### src/rtl/blinker_pkg.sv
// Shared types, control-bit indices and seven-segment codes
// for the LED/seven-segment blinker engine.
package blinker_pkg;

   typedef enum logic [1:0] {
      M_OFF    = 2'b00,
      M_BLINK  = 2'b01,
      M_SHIFT  = 2'b10,
      M_BOUNCE = 2'b11
   } mode_e;

   localparam int SW_MODE_LO = 0;
   localparam int SW_MODE_HI = 1;
   localparam int SW_PAUSE   = 2;
   localparam int SW_FAST    = 3;

   localparam logic [7:0] SEG_0     = 8'hC0;
   localparam logic [7:0] SEG_1     = 8'hF9;
   localparam logic [7:0] SEG_2     = 8'hA4;
   localparam logic [7:0] SEG_3     = 8'hB0;
   localparam logic [7:0] SEG_4     = 8'h99;
   localparam logic [7:0] SEG_5     = 8'h92;
   localparam logic [7:0] SEG_6     = 8'h82;
   localparam logic [7:0] SEG_7     = 8'hF8;
   localparam logic [7:0] SEG_8     = 8'h80;
   localparam logic [7:0] SEG_9     = 8'h90;
   localparam logic [7:0] SEG_BLANK = 8'hFF;

   // dp (bit 7) is always returned dark; callers light it
   function automatic logic [7:0] bcd_to_seg7(
      input logic [3:0] bcd
   );
      case (bcd)
         4'd0:    return SEG_0;
         4'd1:    return SEG_1;
         4'd2:    return SEG_2;
         4'd3:    return SEG_3;
         4'd4:    return SEG_4;
         4'd5:    return SEG_5;
         4'd6:    return SEG_6;
         4'd7:    return SEG_7;
         4'd8:    return SEG_8;
         4'd9:    return SEG_9;
         default: return SEG_BLANK;
      endcase
   endfunction

endpackage

### src/rtl/led_seg_blinker_debounce.sv
// One-bit switch debouncer: 2-FF synchroniser followed by
// a stability counter that must run out before the level is taken.
module sw_debounce
   import blinker_pkg::*;
#(
   parameter int DEBOUNCE_CYCLES = 500000
) (
   input  logic clk,
   input  logic rst,
   input  logic sw_async,
   output logic sw_db
);

   localparam int CW = $clog2(DEBOUNCE_CYCLES);
   localparam logic [CW-1:0] CNT_LAST = CW'(DEBOUNCE_CYCLES - 1);

   logic          s1;
   logic          s2;
   logic [CW-1:0] cnt;

   // a sample equal to the accepted level restarts the count
   always_ff @(posedge clk) begin
      if (rst) begin
         s1    <= 1'b0;
         s2    <= 1'b0;
         cnt   <= '0;
         sw_db <= 1'b0;
      end else begin
         s1 <= sw_async;
         s2 <= s1;
         if (s2 == sw_db) begin
            cnt <= '0;
         end else if (cnt == CNT_LAST) begin
            sw_db <= s2;
            cnt   <= '0;
         end else begin
            cnt <= cnt + 1'b1;
         end
      end
   end

endmodule

### src/rtl/led_seg_blinker.sv
// Blinker engine: debounced switches select an LED pattern mode,
// a prescaler paces it, and a BCD tick counter drives the displays.
module led_seg_blinker
   import blinker_pkg::*;
#(
   parameter int NUM_LEDS        = 8,
   parameter int NUM_DIGITS      = 4,
   parameter int NUM_SW          = 4,
   parameter int DEBOUNCE_CYCLES = 500000,
   parameter int TICK_DIV        = 5000000
) (
   input  logic                    clk_clk,
   input  logic                    reset_reset,
   input  logic [NUM_SW-1:0]       switcher_export,
   output logic [NUM_LEDS-1:0]     led_export,
   output logic [NUM_DIGITS*8-1:0] seven_seg_export
);

   localparam int PW = $clog2(TICK_DIV);
   localparam logic [PW-1:0] LIM_N = PW'(TICK_DIV - 1);
   localparam logic [PW-1:0] LIM_F = PW'(TICK_DIV / 2 - 1);

   logic [NUM_SW-1:0] sw_db;

   for (genvar i = 0; i < NUM_SW; i++) begin : g_db
      sw_debounce #(
         .DEBOUNCE_CYCLES(DEBOUNCE_CYCLES)
      ) u_db (
         .clk     (clk_clk),
         .rst     (reset_reset),
         .sw_async(switcher_export[i]),
         .sw_db   (sw_db[i])
      );
   end

   mode_e   state;
   mode_e   mode_req;
   logic    pause;
   logic    fast;
   logic    fast_r;
   logic    dir_up;
   logic    tick;
   logic    mode_chg;
   logic [PW-1:0] pre;

   assign mode_req = mode_e'(sw_db[SW_MODE_HI:SW_MODE_LO]);
   assign pause    = sw_db[SW_PAUSE];
   assign fast     = sw_db[SW_FAST];
   assign mode_chg = (mode_req != state);

   // fast_r only moves at a wrap, so the limit never jumps below pre
   assign tick = !pause && (pre == (fast_r ? LIM_F : LIM_N));

   logic [3:0] digit     [NUM_DIGITS];
   logic [3:0] digit_nxt [NUM_DIGITS];
   logic       carry;

   always_comb begin
      carry = 1'b1;
      for (int i = 0; i < NUM_DIGITS; i++) begin
         digit_nxt[i] = digit[i];
         if (carry) begin
            if (digit[i] == 4'd9) begin
               digit_nxt[i] = 4'd0;
            end else begin
               digit_nxt[i] = digit[i] + 4'd1;
               carry        = 1'b0;
            end
         end
      end
   end

   always_ff @(posedge clk_clk) begin
      if (reset_reset) begin
         state      <= M_OFF;
         led_export <= '0;
         dir_up     <= 1'b1;
         pre        <= '0;
         fast_r     <= 1'b0;
         for (int i = 0; i < NUM_DIGITS; i++) begin
            digit[i] <= 4'd0;
         end
      end else if (mode_chg) begin
         state  <= mode_req;
         pre    <= '0;
         dir_up <= 1'b1;
         if (mode_req == M_SHIFT || mode_req == M_BOUNCE) begin
            led_export <= NUM_LEDS'(1);
         end else begin
            led_export <= '0;
         end
      end else if (tick) begin
         pre    <= '0;
         fast_r <= fast;
         unique case (state)
            M_OFF: begin
               led_export <= '0;
            end
            M_BLINK: begin
               led_export <= ~led_export;
            end
            M_SHIFT: begin
               led_export <= {led_export[NUM_LEDS-2:0],
                              led_export[NUM_LEDS-1]};
            end
            M_BOUNCE: begin
               if (dir_up) begin
                  if (led_export[NUM_LEDS-1]) begin
                     led_export <= led_export >> 1;
                     dir_up     <= 1'b0;
                  end else begin
                     led_export <= led_export << 1;
                  end
               end else begin
                  if (led_export[0]) begin
                     led_export <= led_export << 1;
                     dir_up     <= 1'b1;
                  end else begin
                     led_export <= led_export >> 1;
                  end
               end
            end
         endcase
         if (state != M_OFF) begin
            for (int i = 0; i < NUM_DIGITS; i++) begin
               digit[i] <= digit_nxt[i];
            end
         end
      end else if (!pause) begin
         pre <= pre + 1'b1;
      end
   end

   logic [NUM_DIGITS*8-1:0] seg_nxt;

   always_comb begin
      seg_nxt = '0;
      for (int i = 0; i < NUM_DIGITS; i++) begin
         seg_nxt[8*i +: 8] = bcd_to_seg7(digit[i]);
      end
      seg_nxt[7] = ~pause;
   end

   always_ff @(posedge clk_clk) begin
      if (reset_reset) begin
         for (int i = 0; i < NUM_DIGITS; i++) begin
            seven_seg_export[8*i +: 8] <= SEG_0;
         end
      end else begin
         seven_seg_export <= seg_nxt;
      end
   end

endmodule

### config.mk
export PLATFORM = sky130hd
export DESIGN_NAME = led_seg_blinker
export DESIGN_NICKNAME = d
export VERILOG_FILES = /design/src/rtl/blinker_pkg.sv /design/src/rtl/led_seg_blinker_debounce.sv /design/src/rtl/led_seg_blinker.sv
export SDC_FILE = /design/constraint.sdc
export NUM_CORES = 1
export LEC_CHECK = 0
export ABC_CLOCK_PERIOD_IN_PS = 2900
export BUFFER_PORTS_ARGS = -buffer_cell sky130_fd_sc_hd__buf_4
export CAP_MARGIN = 15
export CORE_ASPECT_RATIO = 0.6
export CORE_MARGIN = 2
export CORE_UTILIZATION = 53
export DETAILED_ROUTE_END_ITERATION = 8
export GPL_TIMING_DRIVEN = 0
export PLACE_DENSITY = 0.71
export SYNTH_ARGS = -nofsm -noshare
export SYNTH_HDL_FRONTEND = slang
export SYNTH_HIERARCHICAL = 1
export SYNTH_SLANG_ARGS = --single-unit
### constraint.sdc
create_clock -name clk_clk -period 2.9 [get_ports clk_clk]
set_input_delay 0.145 -clock clk_clk [delete_from_list [all_inputs] [get_ports clk_clk]]
set_output_delay 0.145 -clock clk_clk [all_outputs]
set_load 0.05 [all_outputs]
**Word level (Yosys, flattened, before mapping)**

Memories as Yosys holds them, arrays and structs flattened. A register that Yosys moved wholly into a read port is not among the register bits.
Index checks and enable logic that the tools add are counted.
W data, S select, Z words.

- Add/sub/neg operators: 9
- Equality and inequality tests: 19
- Muxes and demuxes: 34
- Bitwise gates (word level): 11
- Reductions and logical operators: 18

Operators by type and width:

| operator | count |
|---|---|
| $add A19 B1 Y19 const B | 4 |
| $eq A19 B19 Y1 const B | 4 |
| $mux W4 | 11 |
| $mux W8 | 5 |
| $pmux W8 S4 | 1 |
| $add A23 B1 Y23 const B | 1 |
| $eq A23 B23 Y1 | 1 |
| $mux W23 | 1 |
| $add A4 B1 Y4 const B | 4 |
| $eq A4 B4 Y1 const B | 4 |
| $mux W1 | 16 |
| $reduce_or A3 Y1 | 5 |
| $reduce_and A2 Y1 | 6 |
| $eq A2 B2 Y1 const B | 4 |
| $not A8 Y8 | 1 |
| $not A1 Y1 | 6 |
| $eq A1 B1 Y1 | 4 |
| $or A1 B1 Y1 | 4 |
| $reduce_bool A2 Y1 | 2 |
| $eq A2 B1 Y1 const B | 1 |
| $logic_not A2 Y1 | 1 |
| $ne A2 B2 Y1 | 1 |
| $reduce_or A2 Y1 | 1 |
| $logic_and A1 B1 Y1 | 1 |
| 2 further kinds | 2 |

- Register bits after elaboration: 155
- Bits in writable memories: 16
- Memory bits (read-only): 448
- Input port bits: 6
- Output and inout bits: 40
- Logic and storage cells: 118
- Memories kept: 5

Memory list:

| memory | words | width | read ports | clocked after memory_dff | write ports | line | text |
|---|---|---|---|---|---|---|---|
| (no name shown) | 16 | 7 | 1 | 1 | 0 | blinker_pkg.sv:33 | `case (bcd)` |
| (no name shown) | 16 | 7 | 1 | 1 | 0 | blinker_pkg.sv:33 |  |
| (no name shown) | 16 | 7 | 1 | 1 | 0 | blinker_pkg.sv:33 |  |
| (no name shown) | 16 | 7 | 1 | 1 | 0 | blinker_pkg.sv:33 |  |
| digit | 4 | 4 | 4 | 0 | 4 | led_seg_blinker.sv:54 | `logic [3:0] digit [NUM_DIGITS];` |

**Logic depth before layout (Yosys ltp)**

Gate-level depths: netlist (run 1).

- Depth in word-level cells: 8
- Mapped depth: 8
- Mapped depth without buffers: 6

**Modules after synthesis**

The synthesis (run 1) kept the hierarchy.

Modules (own cells, without submodules):

| module | instances | cells an instance | area each (um^2) | sequential area each (um^2) |
|---|---|---|---|---|
| led_seg_blinker | 1 | 461 | 4077.7 | 1761.7 |
| sw_debounce at g_db[0].u_db ... | 3 | 109 | 984.7 | 440.4 |
| sw_debounce at g_db[3].u_db | 1 | 111 | 1081.0 | 440.4 |

**Worst setup path before layout (run 1)**

OpenSTA, ideal clock, no wires.

- Path type: reg2reg
- Start: register pre[0]
- End: memory digit[0][0] (enable)
- Data arrival time: 1890 ps
- Required time: 2562 ps
- Path slack: 672 ps
- Cell stages (with the launch flop): 8
- Path buffers: 1
- Path through: dfxtp_1 -> ha_1 -> nand4b_4 -> nand4b_1 -> a2111oi_4 -> buf_4 -> nand2_1 -> o21bai_1

RTL lines:

| what | line | text |
|---|---|---|
| start, declared | led_seg_blinker.sv:44 | `logic [PW-1:0] pre;` |
| start signal, assigned | led_seg_blinker.sv:130 | `pre <= pre + 1'b1;` |
| end, declared | led_seg_blinker.sv:54 |  |

==> results of run 1 <==
-- power breakdown --
part | switching [mW] | leakage (nW) | internal (mW)
clock | 0.878 | 0.256 | 1.19
sequential | 0.0299 | 1.39 | 2.39
combinational | 0.247 | 1.54 | 0.119
-- critical path, stage by stage, from the launching register on --
cell	delay, ns
dfxtp_1	0.38
ha_1	0.23
nand4b_4	0.18
nand4b_1	0.28
a2111oi_4	0.49
buf_4	0.29
nand2_1	0.10
o21bai_1	0.37
-- layout by cell type (no fill, tap or decap), types with 5 or more instances in the layout --
| master | n |
|---|---|
| a211oi_1 | 11 |
| a21oi_1 | 43 |
| a221oi_1 | 5 |
| a32oi_1 | 5 |
| and2_1 | 9 |
| and4_1 | 10 |
| buf_4 | 48 |
| clkbuf_1 | 23 |
| clkbuf_16 | 17 |
| clkinv_2 | 5 |
| dfxtp_1 | 152 |
| edfxtp_1 | 16 |
| ha_1 | 25 |
| inv_1 | 27 |
| mux2i_1 | 7 |
| nand2_1 | 61 |
| nand2b_1 | 12 |
| nand3_1 | 46 |
| nand4_1 | 27 |
| nor2_1 | 147 |
| nor2b_1 | 10 |
| nor3_1 | 25 |
| nor3b_1 | 10 |
| nor4_1 | 9 |
| o21ai_0 | 27 |
| o21bai_1 | 6 |
| o22ai_1 | 5 |
| or3_1 | 7 |
| or4_1 | 6 |
| xnor2_1 | 55 |
| xor2_1 | 32 |
-- sequential cells by signal, summed over array words and instances, names as in the netlist --
| signal | flops |
|---|---|
| dir_up | 1 |
| pre | 23 |
| fast_r | 1 |
| g_db.u_db/s2 | 4 |
| state | 2 |
| g_db.u_db/cnt | 76 |
| seven_seg_export | 29 |
| led_export | 8 |
| g_db.u_db/s1 | 4 |
| g_db.u_db/sw_db | 4 |
| digit | 16 |
-- how the worst min path moves through the flow --
stage,slack (ns),from,end
after global placement,0.35,switcher_export[3],g_db[3].u_db/s1
final,0.09,reset_reset,g_db[2].u_db/s2
after detailed placement,0.36,switcher_export[3],g_db[3].u_db/s1
after CTS,0.08,reset_reset,g_db[3].u_db/s1
after global routing,0.09,reset_reset,g_db[2].u_db/s2
after floorplan,0.21,reset_reset,g_db[3].u_db/sw_db
-- cells by family (layout without fill, tap and decap cells) --
group | Yosys count | in the layout
multiplexers | 9 | 9
AND/OR/NAND/NOR | 423 | 423
other | 1 | 3
XOR/XNOR | 87 | 87
adder cells (fa/ha/maj) | 25 | 25
flip-flops | 168 | 168
AO/OA/AOI/OAI | 124 | 124
buffers and inverters | 62 | 139
-- layer usage --
layer,vias to the layer above,part of all wire,track usage
li1,3289,-,-
met1,3011,0.55,0.3387
met2,130,0.40,0.2912
met3,16,0.041,0.03595
met4,0,0.0076,0.05533
met5,-,0,0
-- repair_timing --
| action | 4_1_cts | 5_1_grt |
|---|---|---|
| setup endpoints to repair | 0 | 4 |
| hold endpoints to repair | 4 | 0 |
| hold buffers | 4 | 0 |
-- cell type report --
cell class	instances	area, um2
inverter	28	105.1
timing repair buffer	46	355.3
sequential	168	3523
clock inverter	9	77.57
buffer	34	196.4
tap	198	247.7
clock buffer	22	454.2
fill	1279	5464
multi-input combinational	671	4295
==> results.sh, run 1 <==
export IMPL_layout_drive_gt1_share=0.1207
export IMPL_synthToLayoutAreaGrowth_pct=14.08
export IMPL_synth_cell_types=69
export IMPL_pre_cts_slack_ns=0.1916
export IMPL_clkTransAtPathRegs_ns=0.06
export IMPL_drv_cap=0
export IMPL_clk_path_buf_depth=2
export IMPL_synthXorXnorAreaFrac=0.09392
export IMPL_ys_top_cells_by_area="dfxtp_1 (38%), nor2_1 (6.8%), xnor2_1 (5.9%)"
export IMPL_io_pins=46
export IMPL_placed_area_mm2=0.008683
export IMPL_via_per_inst=5.481
export IMPL_path_max_fanout=10
export IMPL_powerDensity_mw_per_mm2=525.1
export IMPL_hold_depth=2
export IMPL_cts_tree="built"
export IMPL_num_nets_final=997
export IMPL_setup_ws_ns=0.2228
export IMPL_synth_compound_area_frac=0.1018
export IMPL_synth_top_area_share=0.3751
export IMPL_yosysWarnings=34
export IMPL_finalHoldViolCount=0
export IMPL_root_buffer="clkbuf_16"
export IMPL_antenna_found_initial=0
export IMPL_synth_top_cell_by_area="dfxtp_1"
export IMPL_setup_viol=0
export IMPL_dp_hpwl_mm=11.79
export IMPL_start_util=0.5512
export IMPL_die_w_um=163.7
export IMPL_min_period_ns=2.677
export IMPL_n_antenna_cell=0
export IMPL_die_y_um=99.84
export IMPL_yosys_area_share_adder=0.03856
export IMPL_worst_pin_slew_ns=0.9844
export IMPL_crit_type="register to register"
export IMPL_r2r_start="pre[0]"
export IMPL_synth_area_mux_share=0.01141
export IMPL_drc=0
export IMPL_postSynthCellCount=899
export IMPL_yosys_area_share_simple=0.2824
export IMPL_synthTopCellsByCount="dfxtp_1 (152), nor2_1 (147), nand2_1 (61)"
export IMPL_first_iter_violations=483
export IMPL_yosys_register_bits=168
export IMPL_dp_cells=1141
export IMPL_antenna_left=0
export IMPL_synth_most_common_cell="dfxtp_1"
export IMPL_vias=6446
export IMPL_final_cell_count_no_fill=1176
export IMPL_cts_htree_levels=4
export IMPL_peakVddDrop_uv=313.6
export IMPL_drv_slew=0
export IMPL_numClockSinks=168
export IMPL_synth_area_mm2=0.008113
export IMPL_fin_skew_ns=0.009197
export IMPL_grt_ovfl_total=0
export IMPL_synth_avg_cell_area_um2=9.024
export IMPL_grt_total_usage=0.2121
export IMPL_r2r_end="digit[0][1]"
export IMPL_clk_latency_ns=0.41
export IMPL_fin_area_mm2=0.009255
export IMPL_crit_path_start_kind="register"
export IMPL_p_leak_nw=3.185
export IMPL_synth_top_family_by_area="simple AND/OR/NAND/NOR gates"
export IMPL_finalSetupTns_ns=0
export IMPL_grt_start_max_net_pins=23
export IMPL_critical_path_required_ns=2.97
export IMPL_worst_r2r_cell_count=7
export IMPL_dieArea_mm2=0.01635
export IMPL_wirelength_mm=16.60
export IMPL_async_flop_share=0
export IMPL_fmax_mhz=373.5
export IMPL_post_cts_buffers=0
export IMPL_fin_crit_sh=0.9232
export IMPL_status="complete, no violations"
export IMPL_startpoint="pre[0]"
export IMPL_postCtsResizedCells=0
export IMPL_final_util=0.6288
export IMPL_relSlewSlack=0.3377
export IMPL_synth_edf_count=16
export IMPL_grt_pass1_vias=5777
export IMPL_seq_area_frac_synth=0.4343
export IMPL_endpoint="digit[0][1]"
export IMPL_coreArea_mm2=0.01472
export IMPL_hp_class="input port to register"
export IMPL_worstSetupEndpointType="register"
export IMPL_cts_made_buffers=17
export IMPL_total_power_mw=4.860
export IMPL_synthFlopType="dfxtp_1"
export IMPL_post_drt_wl_per_cell_um=14.11
export IMPL_arrival_ns=2.74
export IMPL_hold_ws_ns=0.09236
export IMPL_drt_pass1_iter_count=5
export IMPL_r2r_slack_ns=0.22
export IMPL_num_rows=34
export IMPL_grt_pass1_wl_mm=28.43
export IMPL_gp_congestion=0.8629
export IMPL_rsz0062_at_grt="false"
export IMPL_port_buffers=42
Note: power is estimated with default switching activity, not from simulation.
==> run 2: changes to the inputs <==
--- a/config.mk
+++ b/config.mk
@@ -5,7 +5,7 @@
 export SDC_FILE = /design/constraint.sdc
 export NUM_CORES = 1
 export LEC_CHECK = 0
-export ABC_CLOCK_PERIOD_IN_PS = 2900
+export ABC_CLOCK_PERIOD_IN_PS = 2650
 export BUFFER_PORTS_ARGS = -buffer_cell sky130_fd_sc_hd__buf_4
 export CAP_MARGIN = 15
 export CORE_ASPECT_RATIO = 0.6
==> constraint.sdc (replaced) <==
create_clock -name clk_clk -period 2.65 [get_ports clk_clk]
set_input_delay 0.1325 -clock clk_clk [delete_from_list [all_inputs] [get_ports clk_clk]]
set_output_delay 0.1325 -clock clk_clk [all_outputs]
set_load 0.05 [all_outputs]
==> run 2 against run 1 <==
  * Wire length decreased by 0.16%
  * Clock-buffer cell count is the same
  * Maximum frequency up 9.1%
  * Global-route usage is essentially flat
  * Cell count up 0.17%
  * Critical path depth stayed put
==> results.sh, run 2 (synthesis gave the netlist of run 1 again) <==
export IMPL_top_register="g_db.u_db/cnt"
export IMPL_final_cell_mix="dfxtp_1 (152), nor2_1 (147), nand2_1 (61)"
export IMPL_crit_type="register to register"
export IMPL_multi_input_area_mm2=0.004299
export IMPL_grt_total_usage=0.2122
export IMPL_total_power_mw=5.318
export IMPL_worstSetupEndpointType="register"
export IMPL_clkTransAtPathRegs_ns=0.06
export IMPL_start_util=0.5512
export IMPL_drc=0
export IMPL_largest_reg_flops=76
export IMPL_finalSetupTns_ns=0
export IMPL_dieArea_mm2=0.01635
export IMPL_critical_path_required_ns=2.72
export IMPL_drv_slew=0
export IMPL_root_buffer="clkbuf_16"
export IMPL_switching_share=0.2375
export IMPL_hp_class="input port to register"
export IMPL_internal_power_mw=4.055
export IMPL_min_period_ns=2.453
export IMPL_antenna_found_initial=0
export IMPL_vias=6457
export IMPL_drv_cap=0
export IMPL_num_nets_final=999
export IMPL_grt_start_max_net_pins=23
export IMPL_relSlewSlack=0.3447
export IMPL_fmax_mhz=407.6
export IMPL_synthToLayoutAreaGrowth_pct=14.31
export IMPL_status="complete, no violations"
export IMPL_clk_path_buf_depth=2
export IMPL_n_antenna_cell=0
export IMPL_p_clk_frac=0.426
export IMPL_seq_area_mm2=0.003523
export IMPL_clk_latency_ns=0.41
export IMPL_first_iter_violations=479
export IMPL_drt_pass1_iter_count=5
export IMPL_final_cell_count_no_fill=1178
export IMPL_fin_crit_sh=0.9258
export IMPL_setup_ws_ns=0.1966
export IMPL_die_w_um=163.7
export IMPL_sequentialPowerShare=0.499
export IMPL_worst_pin_slew_ns=0.9739
export IMPL_cts_htree_levels=4
export IMPL_port_buffers=42
export IMPL_wirelength_mm=16.57
export IMPL_antenna_left=0
export IMPL_dp_hpwl_mm=11.79
export IMPL_via_per_inst=5.481
export IMPL_top_regs="g_db.u_db/cnt x76, seven_seg_export x29, pre x23"
export IMPL_num_rows=34
export IMPL_finalHoldViolCount=0
export IMPL_cts_tree="built"
export IMPL_grt_ovfl_total=0
export IMPL_cts_made_buffers=17
export IMPL_grt_pass1_wl_mm=28.45
export IMPL_final_common_cell="dfxtp_1"
export IMPL_grt_pass1_vias=5784
export IMPL_io_pins=46
export IMPL_setup_viol=0
export IMPL_combPwrFrac=0.075
export IMPL_crit_path_start_kind="register"
export IMPL_layout_drive_gt1_share=0.1235
export IMPL_peakVddDrop_uv=343.4
export IMPL_path_max_fanout=7
export IMPL_fin_skew_ns=0.008912
export IMPL_rsz0062_at_grt="false"
export IMPL_powerDensity_mw_per_mm2=573.4
export IMPL_die_y_um=99.84
export IMPL_p_leak_nw=3.198
export IMPL_numClockSinks=168
export IMPL_arrival_ns=2.52
export IMPL_switching_power_mw=1.263
export IMPL_dp_cells=1141
export IMPL_n_fill_cell=1278
export IMPL_coreArea_mm2=0.01472
export IMPL_post_drt_wl_per_cell_um=14.07
export IMPL_pre_cts_slack_ns=-0.05836
export IMPL_gp_congestion=0.8629
## run 2: cell count changes in the layout (fill, tap and decap cells not counted)
| cell | previous run | this run |
|---|---|---|
| buf_4 | 48 | 50 |
| o21bai_1 | 6 | 5 |
| o21bai_2 | 0 | 1 |
## run 2: repair_timing
action                                  4_1_cts  5_1_grt
hold endpoints to repair                      4        0
endpoints found under the setup margin        4        3
gates resized for setup                       0        1
buffers inserted                              2        0
gates cloned                                  0        0
pin swaps                                     1        0
hold buffers                                  4        0
## run 2: stage by stage
| stage | instance area [um2] | util | hold slack [ns] |
|---|---|---|---|
| final | 9274 | 0.6301 | 0.08201 |
| after global routing | 9274 | 0.6301 | 0.08183 |
| after detailed placement | 8683 | 0.5899 | 0.3470 |
| after CTS | 9270 | 0.6298 | 0.06744 |
| after floorplan | 8120 | - | 0.2016 |
| after global placement | 8683 | 0.5899 | 0.3407 |
## run 2: cell type report
type	instances	share of cell area
timing repair buffer	48	0.03994
clock inverter	9	0.008365
multi-input combinational	671	0.4636
inverter	28	0.01133
tap	198	0.02671
sequential	168	0.3799
clock buffer	22	0.04897
buffer	34	0.02118
## run 2: layer usage
metal,vias up,share of wire,track usage
met3,17,0.046,0.03595
met2,140,0.40,0.2915
met4,0,0.0084,0.05533
li1,3296,-,-
met1,3004,0.54,0.3387
met5,-,0,0
## run 2: final timing paths
| check | start | end | slack, ns | cells after the start |
|---|---|---|---|---|
| worst min register to register | g_db[2].u_db/s1 | g_db[2].u_db/s2 | 0.45 | 1 |
| worst min-delay path | reset_reset | g_db[2].u_db/s1 | 0.08 | 2 |
| worst max-delay path | pre[0] | digit[3][2] | 0.20 | 7 |
| worst max register to register | pre[0] | digit[3][2] | 0.20 | 7 |
## run 2: worst max-delay path, cell delays in order, from the launching register on
cell       delay [ns]
dfxtp_1          0.38
ha_1             0.23
nand4b_4         0.18
nand4b_1         0.28
a2111oi_4        0.34
buf_4            0.19
nand4_1          0.10
o21bai_1         0.39
## run 2: power by group through the flow
stage | logic, mW | registers (mW) | clock network, mW
2_1_floorplan | 0.174 | 2.81 | 0
4_1_cts | 0.399 | 2.65 | 2.31
5_1_grt | 0.432 | 2.66 | 2.43
3_3_place_gp | 0.390 | 2.71 | 0
3_5_place_dp | 0.393 | 2.71 | 0
6_report | 0.401 | 2.65 | 2.26
==> run 3: changes to the inputs <==
--- a/config.mk
+++ b/config.mk
@@ -13,7 +13,7 @@
 export CORE_UTILIZATION = 53
 export DETAILED_ROUTE_END_ITERATION = 8
 export GPL_TIMING_DRIVEN = 0
-export PLACE_DENSITY = 0.71
+export PLACE_DENSITY_LB_ADDON = 0.1
 export SYNTH_ARGS = -nofsm -noshare
 export SYNTH_HDL_FRONTEND = slang
 export SYNTH_HIERARCHICAL = 1
==> run 3 against run 2 <==
  * Sequential share of layout area is 0.15 points lower
  * Register-to-register slack hardly changed
  * Combinational power barely moved
  * Clock skew rose by 0.0027 ns
  * Clock-buffer cell count shrank 3
  * Cell count is essentially flat
==> results.sh, run 3 (synthesis gave the netlist of run 1 again) <==
export IMPL_fin_area_mm2=0.009310
export IMPL_min_period_ns=2.459
export IMPL_n_fill_cell=1285
export IMPL_die_w_um=163.7
export IMPL_start_util=0.5512
export IMPL_antenna_left=0
export IMPL_r2r_start="pre[0]"
export IMPL_wirelength_mm=16.29
export IMPL_num_nets_final=1000
export IMPL_clk_latency_ns=0.42
export IMPL_top_register="g_db.u_db/cnt"
export IMPL_fin_skew_ns=0.01164
export IMPL_placed_area_mm2=0.008683
export IMPL_die_y_um=99.84
export IMPL_grt_util_met1=0.3404
export IMPL_cts_htree_levels=4
export IMPL_port_buffers=42
export IMPL_arrival_ns=2.51
export IMPL_fin_crit_sh=0.9279
export IMPL_peakVddDrop_uv=457.1
export IMPL_worst_pin_slew_ns=0.9273
export IMPL_final_common_cell="dfxtp_1"
export IMPL_hold_ws_ns=0.05832
export IMPL_worst_r2r_cell_count=7
export IMPL_dp_hpwl_mm=11.65
export IMPL_via_per_inst=5.419
export IMPL_critical_path_required_ns=2.70
export IMPL_drv_slew=0
export IMPL_layout_drive_gt1_share=0.1274
export IMPL_r2r_slack_ns=0.19
export IMPL_drt_pass1_iter_count=5
export IMPL_vias=6389
export IMPL_n_antenna_cell=0
export IMPL_hp_class="input port to register"
export IMPL_root_buffer="clkbuf_16"
export IMPL_critPathTopFamily="compound AO/OA/AOI/OAI gates"
export IMPL_final_cell_mix="dfxtp_1 (152), nor2_1 (147), nand2_1 (61)"
export IMPL_antenna_found_initial=0
export IMPL_grt_util_met2=0.2780
export IMPL_crit_chain="ha_1 -> nand4b_4 -> nand4b_1 -> a2111oi_4 -> buf_4 -> nand4_1 -> o21bai_1"
export IMPL_crit_buf_inv=1
export IMPL_worstSetupEndpointType="register"
export IMPL_status="complete, no violations"
export IMPL_powerDensity_mw_per_mm2=580.3
export IMPL_top_regs="g_db.u_db/cnt x76, seven_seg_export x29, pre x23"
export IMPL_top_usage_layer="met1"
export IMPL_dieArea_mm2=0.01635
export IMPL_first_iter_violations=430
export IMPL_p_leak_nw=3.211
export IMPL_crit_type="register to register"
export IMPL_fmax_mhz=406.7
export IMPL_relSlewSlack=0.3761
export IMPL_grt_total_usage=0.2084
export IMPL_post_drt_wl_per_cell_um=13.82
export IMPL_coreArea_mm2=0.01472
export IMPL_cpPeakStageDelay_ns=0.43
export IMPL_largest_reg_flops=76
export IMPL_r2r_end="digit[3][0]"
export IMPL_finalSetupTns_ns=0
export IMPL_grt_pass1_vias=5567
export IMPL_grt_ovfl_total=0
export IMPL_cp_slowest_cell="o21bai_1"
export IMPL_min_from="reset_reset"
export IMPL_gp_congestion=0.8630
export IMPL_clkTransAtPathRegs_ns=0.06
export IMPL_synthToLayoutAreaGrowth_pct=14.76
export IMPL_numClockSinks=168
export IMPL_path_max_fanout=7
export IMPL_grt_start_max_net_pins=23
export IMPL_num_rows=34
export IMPL_setup_viol=0
export IMPL_met3_usage=0.03595
export IMPL_cts_tree="built"
export IMPL_cts_made_buffers=17
export IMPL_grt_pass1_wl_mm=27.95
export IMPL_io_pins=46
export IMPL_hold_depth=2
export IMPL_holdPathEnd="g_db[2].u_db/s2"
export IMPL_finalHoldViolCount=0
export IMPL_drv_cap=0
export IMPL_crit_path_start_kind="register"
export IMPL_drc=0
export IMPL_clk_path_buf_depth=2
export IMPL_rsz0062_at_grt="false"
## run 3: cell count changes in the layout (fill, tap and decap cells not counted)
| cell | previous run | this run |
|---|---|---|
| buf_4 | 50 | 51 |
| clkbuf_1 | 23 | 20 |
| clkinv_2 | 5 | 1 |
| clkinv_4 | 0 | 3 |
| clkinvlp_4 | 3 | 4 |
| inv_6 | 0 | 3 |
## run 3: what timing repair did
item | in CTS | in global routing
endpoints found under the setup margin | 4 | 8
resized for setup | 0 | 1
hold endpoints to repair | 4 | 0
hold buffers | 4 | 0
pin swaps | 1 | 1
buffers inserted | 0 | 3
## run 3: report_power, final
part / internal (mW) / total, mW / switching (mW)
logic: 0.131 / 0.398 / 0.267
registers: 2.62 / 2.65 / 0.0312
clock network: 1.33 / 2.35 / 1.03
## run 3: how the worst max path moves through the flow
stage | endpoint | start | cells after the start
2_1_floorplan | digit[0][0] | pre[0] | 7
4_1_cts | digit[0][0] | pre[0] | 7
6_report | digit[3][0] | pre[0] | 7
3_3_place_gp | digit[0][1] | pre[0] | 7
5_1_grt | digit[3][0] | pre[0] | 7
3_5_place_dp | digit[0][1] | pre[0] | 7
## run 3: cell type report
cell class | count | area (um2) | share of cell area
Inverter | 28 | 105.1 | 0.01129
Clock buffer | 19 | 442.9 | 0.04757
Multi-Input combinational cell | 671 | 4299 | 0.4618
Buffer | 34 | 196.4 | 0.02110
Sequential cell | 168 | 3523 | 0.3784
Clock inverter | 12 | 117.6 | 0.01263
Timing Repair Buffer | 49 | 377.9 | 0.04059
Tap cell | 198 | 247.7 | 0.02661
## run 3: per-stage QoR
stage / power, mW / setup slack (ns) / util / cells
after CTS: 5.449 / 0.05713 / 0.6307 / 1176
after floorplan: 2.988 / 0.4222 / - / 901
after global placement: 3.098 / 0.002412 / 0.5899 / 1141
final: 5.402 / 0.1911 / 0.6325 / 1179
after detailed placement: 3.099 / 0.002971 / 0.5899 / 1141
after global routing: 5.613 / 0.01651 / 0.6325 / 1179
## run 3: worst reg2reg max path, stage by stage, from the launching register on
cell       delay, ns
dfxtp_1         0.36
ha_1            0.22
nand4b_4        0.18
nand4b_1        0.29
a2111oi_4       0.30
buf_4           0.20
nand4_1         0.13
o21bai_1        0.43
## run 3: routing by layer
metal	part of all wire	vias up	wire (um)
li1	-	3303	-
met1	0.55	2918	9033
met2	0.39	158	6301
met3	0.052	10	846
met4	0.0065	0	106
met5	0	-	0
